File: config.mk
export PLATFORM = sky130hd
export DESIGN_NAME = muldiv_unit
export DESIGN_NICKNAME = d
export VERILOG_FILES = /design/src/rtl/muldiv_unit.sv
export SDC_FILE = /design/constraint.sdc
export NUM_CORES = 2
export LEC_CHECK = 0
export ABC_AREA = 1
export ABC_CLOCK_PERIOD_IN_PS = 7200
export CAP_MARGIN = 40
export CORE_AREA = 4 4 354 356
export CTS_BUF_LIST = sky130_fd_sc_hd__clkbuf_8 sky130_fd_sc_hd__clkbuf_16
export DETAILED_ROUTE_END_ITERATION = 12
export DIE_AREA = 0 0 358 360
export HOLD_SLACK_MARGIN = 0.05
export PLACE_DENSITY = 0.74
export SLEW_MARGIN = 10
export SYNTH_ARGS = -nofsm -noshare
export SYNTH_HDL_FRONTEND = slang
export SYNTH_SLANG_ARGS = --single-unit
File: constraint.sdc
create_clock -name clk_i -period 7.2 [get_ports clk_i]
set_input_delay 1.08 -clock clk_i [delete_from_list [all_inputs] [get_ports clk_i]]
set_output_delay 1.08 -clock clk_i [all_outputs]
set_load 0.005 [all_outputs]
File: src/rtl/muldiv_unit.sv
// RISC-V M-extension unit: pipelined MUL* (MUL_STAGES cycles), iterative DIV*/REM* (XLEN+2 cycles).
// Backpressure: req_ready_o low while the divider is busy, and for a divide while multiplies are in flight.
module muldiv_unit #(
  parameter int XLEN       = 32,
  parameter int MUL_STAGES = 2,
  parameter int TAG_W      = 5
) (
  input  logic             clk_i,
  input  logic             reset_i,
  input  logic             req_valid_i,
  output logic             req_ready_o,
  input  logic [2:0]       funct3_i,
  input  logic [XLEN-1:0]  rs1_value_i,
  input  logic [XLEN-1:0]  rs2_value_i,
  input  logic [TAG_W-1:0] tag_i,
  input  logic             flush_i,
  output logic             wb_valid_o,
  output logic [XLEN-1:0]  wb_value_o,
  output logic [TAG_W-1:0] wb_tag_o,
  output logic             busy_o
);

  localparam int CNT_W = $clog2(XLEN);
  localparam logic [CNT_W-1:0] CNT_LAST = CNT_W'(XLEN - 1);

  typedef enum logic [1:0] {
    DIV_IDLE,
    DIV_SETUP,
    DIV_ITER,
    DIV_FIX
  } div_state_t;

  div_state_t div_state;

  logic accept;
  logic mul_busy;

  assign req_ready_o = (div_state == DIV_IDLE) & ~(funct3_i[2] & mul_busy);
  assign accept      = req_valid_i & req_ready_o & ~flush_i;
  assign busy_o      = mul_busy | (div_state != DIV_IDLE);

  // Multiply: the low 2*XLEN bits of the sign/zero-extended product are all any op needs.
  logic                   mul0_vld;
  logic [XLEN-1:0]        mul0_res;
  logic                   mul_a_sgn;
  logic                   mul_b_sgn;
  logic signed [2*XLEN-1:0] mul_a_wide;
  logic signed [2*XLEN-1:0] mul_b_wide;
  logic signed [2*XLEN-1:0] mul_prod;

  always_comb begin
    mul_a_sgn  = funct3_i[1] ^ funct3_i[0];
    mul_b_sgn  = ~funct3_i[1] & funct3_i[0];
    mul_a_wide = $signed({{XLEN{mul_a_sgn & rs1_value_i[XLEN-1]}}, rs1_value_i});
    mul_b_wide = $signed({{XLEN{mul_b_sgn & rs2_value_i[XLEN-1]}}, rs2_value_i});
    mul_prod   = mul_a_wide * mul_b_wide;
    mul0_res   = (funct3_i[1:0] == 2'b00) ? mul_prod[XLEN-1:0] : mul_prod[2*XLEN-1:XLEN];
    mul0_vld   = accept & ~funct3_i[2];
  end

  logic             last_vld;
  logic [XLEN-1:0]  last_res;
  logic [TAG_W-1:0] last_tag;

  generate
    if (MUL_STAGES == 1) begin : g_no_pipe
      assign last_vld = mul0_vld;
      assign last_res = mul0_res;
      assign last_tag = tag_i;
      assign mul_busy = 1'b0;
    end else begin : g_pipe
      localparam int D = MUL_STAGES - 1;
      logic             stg_vld [D];
      logic [XLEN-1:0]  stg_res [D];
      logic [TAG_W-1:0] stg_tag [D];

      always_ff @(posedge clk_i or posedge reset_i) begin
        if (reset_i) begin
          for (int i = 0; i < D; i++) begin
            stg_vld[i] <= 1'b0;
            stg_res[i] <= '0;
            stg_tag[i] <= '0;
          end
        end else begin
          stg_vld[0] <= mul0_vld;
          stg_res[0] <= mul0_res;
          stg_tag[0] <= tag_i;
          for (int i = 1; i < D; i++) begin
            stg_vld[i] <= stg_vld[i-1] & ~flush_i;
            stg_res[i] <= stg_res[i-1];
            stg_tag[i] <= stg_tag[i-1];
          end
        end
      end

      always_comb begin
        mul_busy = 1'b0;
        for (int i = 0; i < D; i++) mul_busy = mul_busy | stg_vld[i];
      end

      assign last_vld = stg_vld[D-1];
      assign last_res = stg_res[D-1];
      assign last_tag = stg_tag[D-1];
    end
  endgenerate

  // Divider: restoring radix-2 on magnitudes; signs applied on the final step.
  logic [CNT_W-1:0] div_cnt;
  logic [1:0]       div_op;
  logic [TAG_W-1:0] div_tag;
  logic [XLEN-1:0]  div_a;
  logic [XLEN-1:0]  div_quo;
  logic [XLEN-1:0]  div_rem;
  logic [XLEN-1:0]  div_dvs;
  logic             div_q_neg;
  logic             div_r_neg;
  logic             div_zero;

  logic             setup_neg_a;
  logic             setup_neg_b;
  logic [XLEN:0]    rem_shift;
  logic [XLEN:0]    rem_diff;
  logic             step_ok;
  logic [XLEN-1:0]  rem_next;
  logic [XLEN-1:0]  quo_next;
  logic [XLEN-1:0]  q_fix;
  logic [XLEN-1:0]  r_fix;
  logic [XLEN-1:0]  div_result;

  always_comb begin
    setup_neg_a = ~div_op[0] & div_a[XLEN-1];
    setup_neg_b = ~div_op[0] & div_dvs[XLEN-1];
    rem_shift   = {div_rem, div_quo[XLEN-1]};
    rem_diff    = rem_shift - {1'b0, div_dvs};
    step_ok     = ~rem_diff[XLEN];
    rem_next    = step_ok ? rem_diff[XLEN-1:0] : rem_shift[XLEN-1:0];
    quo_next    = {div_quo[XLEN-2:0], step_ok};
    q_fix       = div_q_neg ? -quo_next : quo_next;
    r_fix       = div_r_neg ? -rem_next : rem_next;
    // MIN / -1 needs no special case: negating the 2^(XLEN-1) magnitude wraps back to MIN.
    if (div_zero) div_result = div_op[1] ? div_a : '1;
    else          div_result = div_op[1] ? r_fix : q_fix;
  end

  always_ff @(posedge clk_i or posedge reset_i) begin
    if (reset_i) begin
      div_state  <= DIV_IDLE;
      div_cnt    <= '0;
      div_op     <= '0;
      div_tag    <= '0;
      div_a      <= '0;
      div_quo    <= '0;
      div_rem    <= '0;
      div_dvs    <= '0;
      div_q_neg  <= 1'b0;
      div_r_neg  <= 1'b0;
      div_zero   <= 1'b0;
      wb_valid_o <= 1'b0;
      wb_value_o <= '0;
      wb_tag_o   <= '0;
    end else begin
      if (flush_i) begin
        wb_valid_o <= 1'b0;
      end else if (last_vld) begin
        wb_valid_o <= 1'b1;
        wb_value_o <= last_res;
        wb_tag_o   <= last_tag;
      end else if (div_state == DIV_ITER && div_cnt == CNT_LAST) begin
        wb_valid_o <= 1'b1;
        wb_value_o <= div_result;
        wb_tag_o   <= div_tag;
      end else begin
        wb_valid_o <= 1'b0;
      end

      if (flush_i) begin
        div_state <= DIV_IDLE;
      end else begin
        case (div_state)
          DIV_IDLE: begin
            if (accept & funct3_i[2]) begin
              div_op    <= funct3_i[1:0];
              div_tag   <= tag_i;
              div_a     <= rs1_value_i;
              div_dvs   <= rs2_value_i;
              div_state <= DIV_SETUP;
            end
          end
          DIV_SETUP: begin
            div_quo   <= setup_neg_a ? -div_a : div_a;
            div_dvs   <= setup_neg_b ? -div_dvs : div_dvs;
            div_zero  <= (div_dvs == '0);
            div_q_neg <= setup_neg_a ^ setup_neg_b;
            div_r_neg <= setup_neg_a;
            div_rem   <= '0;
            div_cnt   <= '0;
            div_state <= DIV_ITER;
          end
          DIV_ITER: begin
            div_quo <= quo_next;
            div_rem <= rem_next;
            div_cnt <= div_cnt + CNT_W'(1);
            if (div_cnt == CNT_LAST) div_state <= DIV_FIX;
          end
          DIV_FIX:  div_state <= DIV_IDLE;
          default:  div_state <= DIV_IDLE;
        endcase
      end
    end
  end

endmodule
==> results.md <==
- Status: finished, violations left
- Failing checks: setup timing
- Placer Congestion: 1.01
- Final clock skew: 0.0224 ns
- Endpoints failing setup: 31
- Maximum root-to-sink buffer count: 3
- Vias in the first global route: 52506
- CTS clk-pin slew, worst paths: 0.06 ns
- Largest net degree at the start of global routing: 112
- Hpwl dp: 160 mm
- Leading area contributor after synthesis: fa_1
- Die Wd: 358 um
- Area grow syn2layout: 25.4%
- Most used DFF post-synth: dfrtp_1
- Hold Crit Class: reg2reg
- Worst slew pin tran: 0.919 ns
- Fillers: 10667
- Total Wirelength: 207 mm
- Post-synthesis cell count: 7145
- Gr ovfl total: 0
- Cell mode on critical path: fa_1
- Mapped Avg Cell Area: 7.64 um2
- Critical path peak fanout: 8
- Critical R2R Launch: div_quo[31]
- Final Cycle Share: 1.11
- Initial antenna violation count: 18
- Core area: 122000 um2
- Via count: 50469
- Placed cell area: 63000 um2
- Fin crit period: 7.97 ns
- Cell Rows: 128
- Hold_sp: wb_value_o[18]
- Area contributors post-synth: fa_1 (41%), nand2_1 (13%), inv_1 (13%)
- Design Area, Final: 68400 um2
- Hold-fix buffers, CTS: 0
- WS Path Type: in2reg
- FF-to-FF End: wb_value_o[30]
- Die ar.: 129000 um2
- DR WL/cell: 21.9 um
- Root Driver: clkbuf_16
- Max-slew violation count: 0
- Max incr delay on CP: 0.59 ns
- Number of flops mapped to enable cells by yosys: 0
- Commonest non-fill, non-tap cells in the layout: nand2_1 (1852), inv_1 (1788), fa_1 (1065), buf_4 (674), nor2_1 (269)
- Worst R2R Setup Slack: 1.65 ns
- Drt pass-1 iters: 6
- Hold-critical path depth: 2
- Final worst setup slack: -0.772 ns
- TritonCTS clock tree: built
- I/O pin count: 116
- Vias per inst: 5.33
- Top cell type's share of synthesized area: 0.413
- Leading cell type in the layout, fill and taps excluded: nand2_1
- Crit end category: register
- Share of layout cells above drive strength 1: 0.197
- Setup_tns: -15.79 ns
- Die Y: 360 um
- Final Net Count: 9273
- Max Cap Viol: 0
- First-pass GRT wire length: 309 mm
- Gr usage total: 0.315
- Clock Latency Late Sink: 0.58 ns
- Synthesized flop and latch total: 221
- Critical path data arrival time: 8.41 ns
- Hold_ws: 0.478 ns
- Slew margin rel.: 0.387
- Mapped Area: 54600 um2
- RSZ-0062 raised after global routing: yes
- CTS buffer count: 28
- Unique cell type count in the Yosys netlist: 53
- Ys Warns: 0
- Worst path slowest cell: fa_2
- Max Clk Rate: 125 MHz
- Register area share after synthesis: 0.101
- CTS Sinks: 221
- DR DRC count: 0
- Port Buffers: 115
- Initial Util: 0.448
- Synth Net Count: 8603
- Fraction of registers with async set/reset: 1.00
- Final ANT Viol Nets: 0
- Endpoint, Worst Hold: wb_value_o[18]
- CP Launch Type: input pin
- Hold Vio Cnt, Final: 0
- Register-to-Register Path Depth: 37
- First-iteration detailed-routing DRC count: 5359
- CTS H-tree lvls: 1
- CP required: 7.64 ns
final cells by class:
class | instances | area [um2] | share of cell area
clock inverters | 17 | 110 | 0.00161
flip-flops and latches | 221 | 5530 | 0.0808
clock buffers | 33 | 781 | 0.0114
repair buffers | 987 | 9830 | 0.144
well taps | 1625 | 2030 | 0.0297
inverters | 1908 | 7230 | 0.106
diodes | 10 | 25.0 | 0.000366
multi-input cells | 4669 | 42900 | 0.627
cells by family (layout without fill, tap and decap cells):
logic type / after synthesis / after routing / share of synthesized area
xor gates and xnor gates: 96 / 96 / 0.0154
adders and majority gates: 1382 / 1382 / 0.472
buffers and inverters: 2255 / 2945 / 0.156
and+or+nand+nor: 2590 / 2590 / 0.192
other: 0 / 10 / 0
DFF: 221 / 221 / 0.101
AOI/OAI and AO/OA: 601 / 601 / 0.0636
Yosys cell counts, drive strengths merged, types with 20 or more instances:
cell    instances
a21oi         187
o21ai         228
or2            20
a31oi          36
xnor2          33
inv          1901
nand2        1953
nor4           21
clkbuf        326
o221ai         41
fa           1126
xor2           63
nor2          335
dfrtp         221
o22ai          44
buf            21
nor3           40
ha            256
nand4          35
nand3         173
what timing repair did:
| action | in CTS | in global routing |
|---|---|---|
| setup endpoints to repair | 32 | 32 |
| gates cloned | 18 | 5 |
| resized for setup | 448 | 329 |
| buffers inserted | 126 | 75 |
| pin swaps | 188 | 206 |
metal layers:
metal  vias up  track usage  part of all wire
met5         -            0           0.00023
met4         8        0.187             0.076
met3       607       0.0604              0.11
met2      2778        0.487              0.44
met1     24992        0.412              0.37
li1      22084            -                 -
critical path, delay by kind of cell:
| family | cells | cell delay, ns |
|---|---|---|
| adders and majority gates | 10 | 4.68 |
| buffers and inverters | 12 | 1.00 |
| AOI/OAI and AO/OA | 5 | 0.69 |
| and+or+nand+nor | 8 | 0.91 |
metrics by stage:
step | cells | utilization | setup slack, ns
floorplan | 7145 | - | -0.769
global placement | 9193 | 0.517 | -1.95
detailed placement | 9197 | 0.518 | -1.98
CTS | 9388 | 0.548 | -0.741
global route | 9467 | 0.562 | -1.07
finish | 9470 | 0.562 | -0.772
registers in the layout (all words and copies together), names as in the netlist:
signal and count:
wb_tag_o 5, div_op 2, div_rem 32, div_quo 32, wb_value_o 32, div_tag 5
div_q_neg 1, wb_valid_o 1, g_pipe.stg_res 32, div_cnt 5, div_zero 1, div_dvs 32
div_r_neg 1, div_a 32, div_state 2, g_pipe.stg_vld 1, g_pipe.stg_tag 5
worst max-delay path by stage:
stage | startpoint | endpoint | slack [ns]
3_3_place_gp | funct3_i[0] | g_pipe.stg_res[9] | -1.95
4_1_cts | funct3_i[0] | g_pipe.stg_res[29] | -0.74
2_1_floorplan | funct3_i[0] | g_pipe.stg_res[28] | -0.77
3_5_place_dp | funct3_i[0] | g_pipe.stg_res[9] | -1.98
6_report | funct3_i[0] | g_pipe.stg_res[25] | -0.77
5_1_grt | funct3_i[0] | g_pipe.stg_res[29] | -1.07
Power is not shown: default switching activity piles up to over one toggle a cycle in this logic, so the estimate is an artifact.
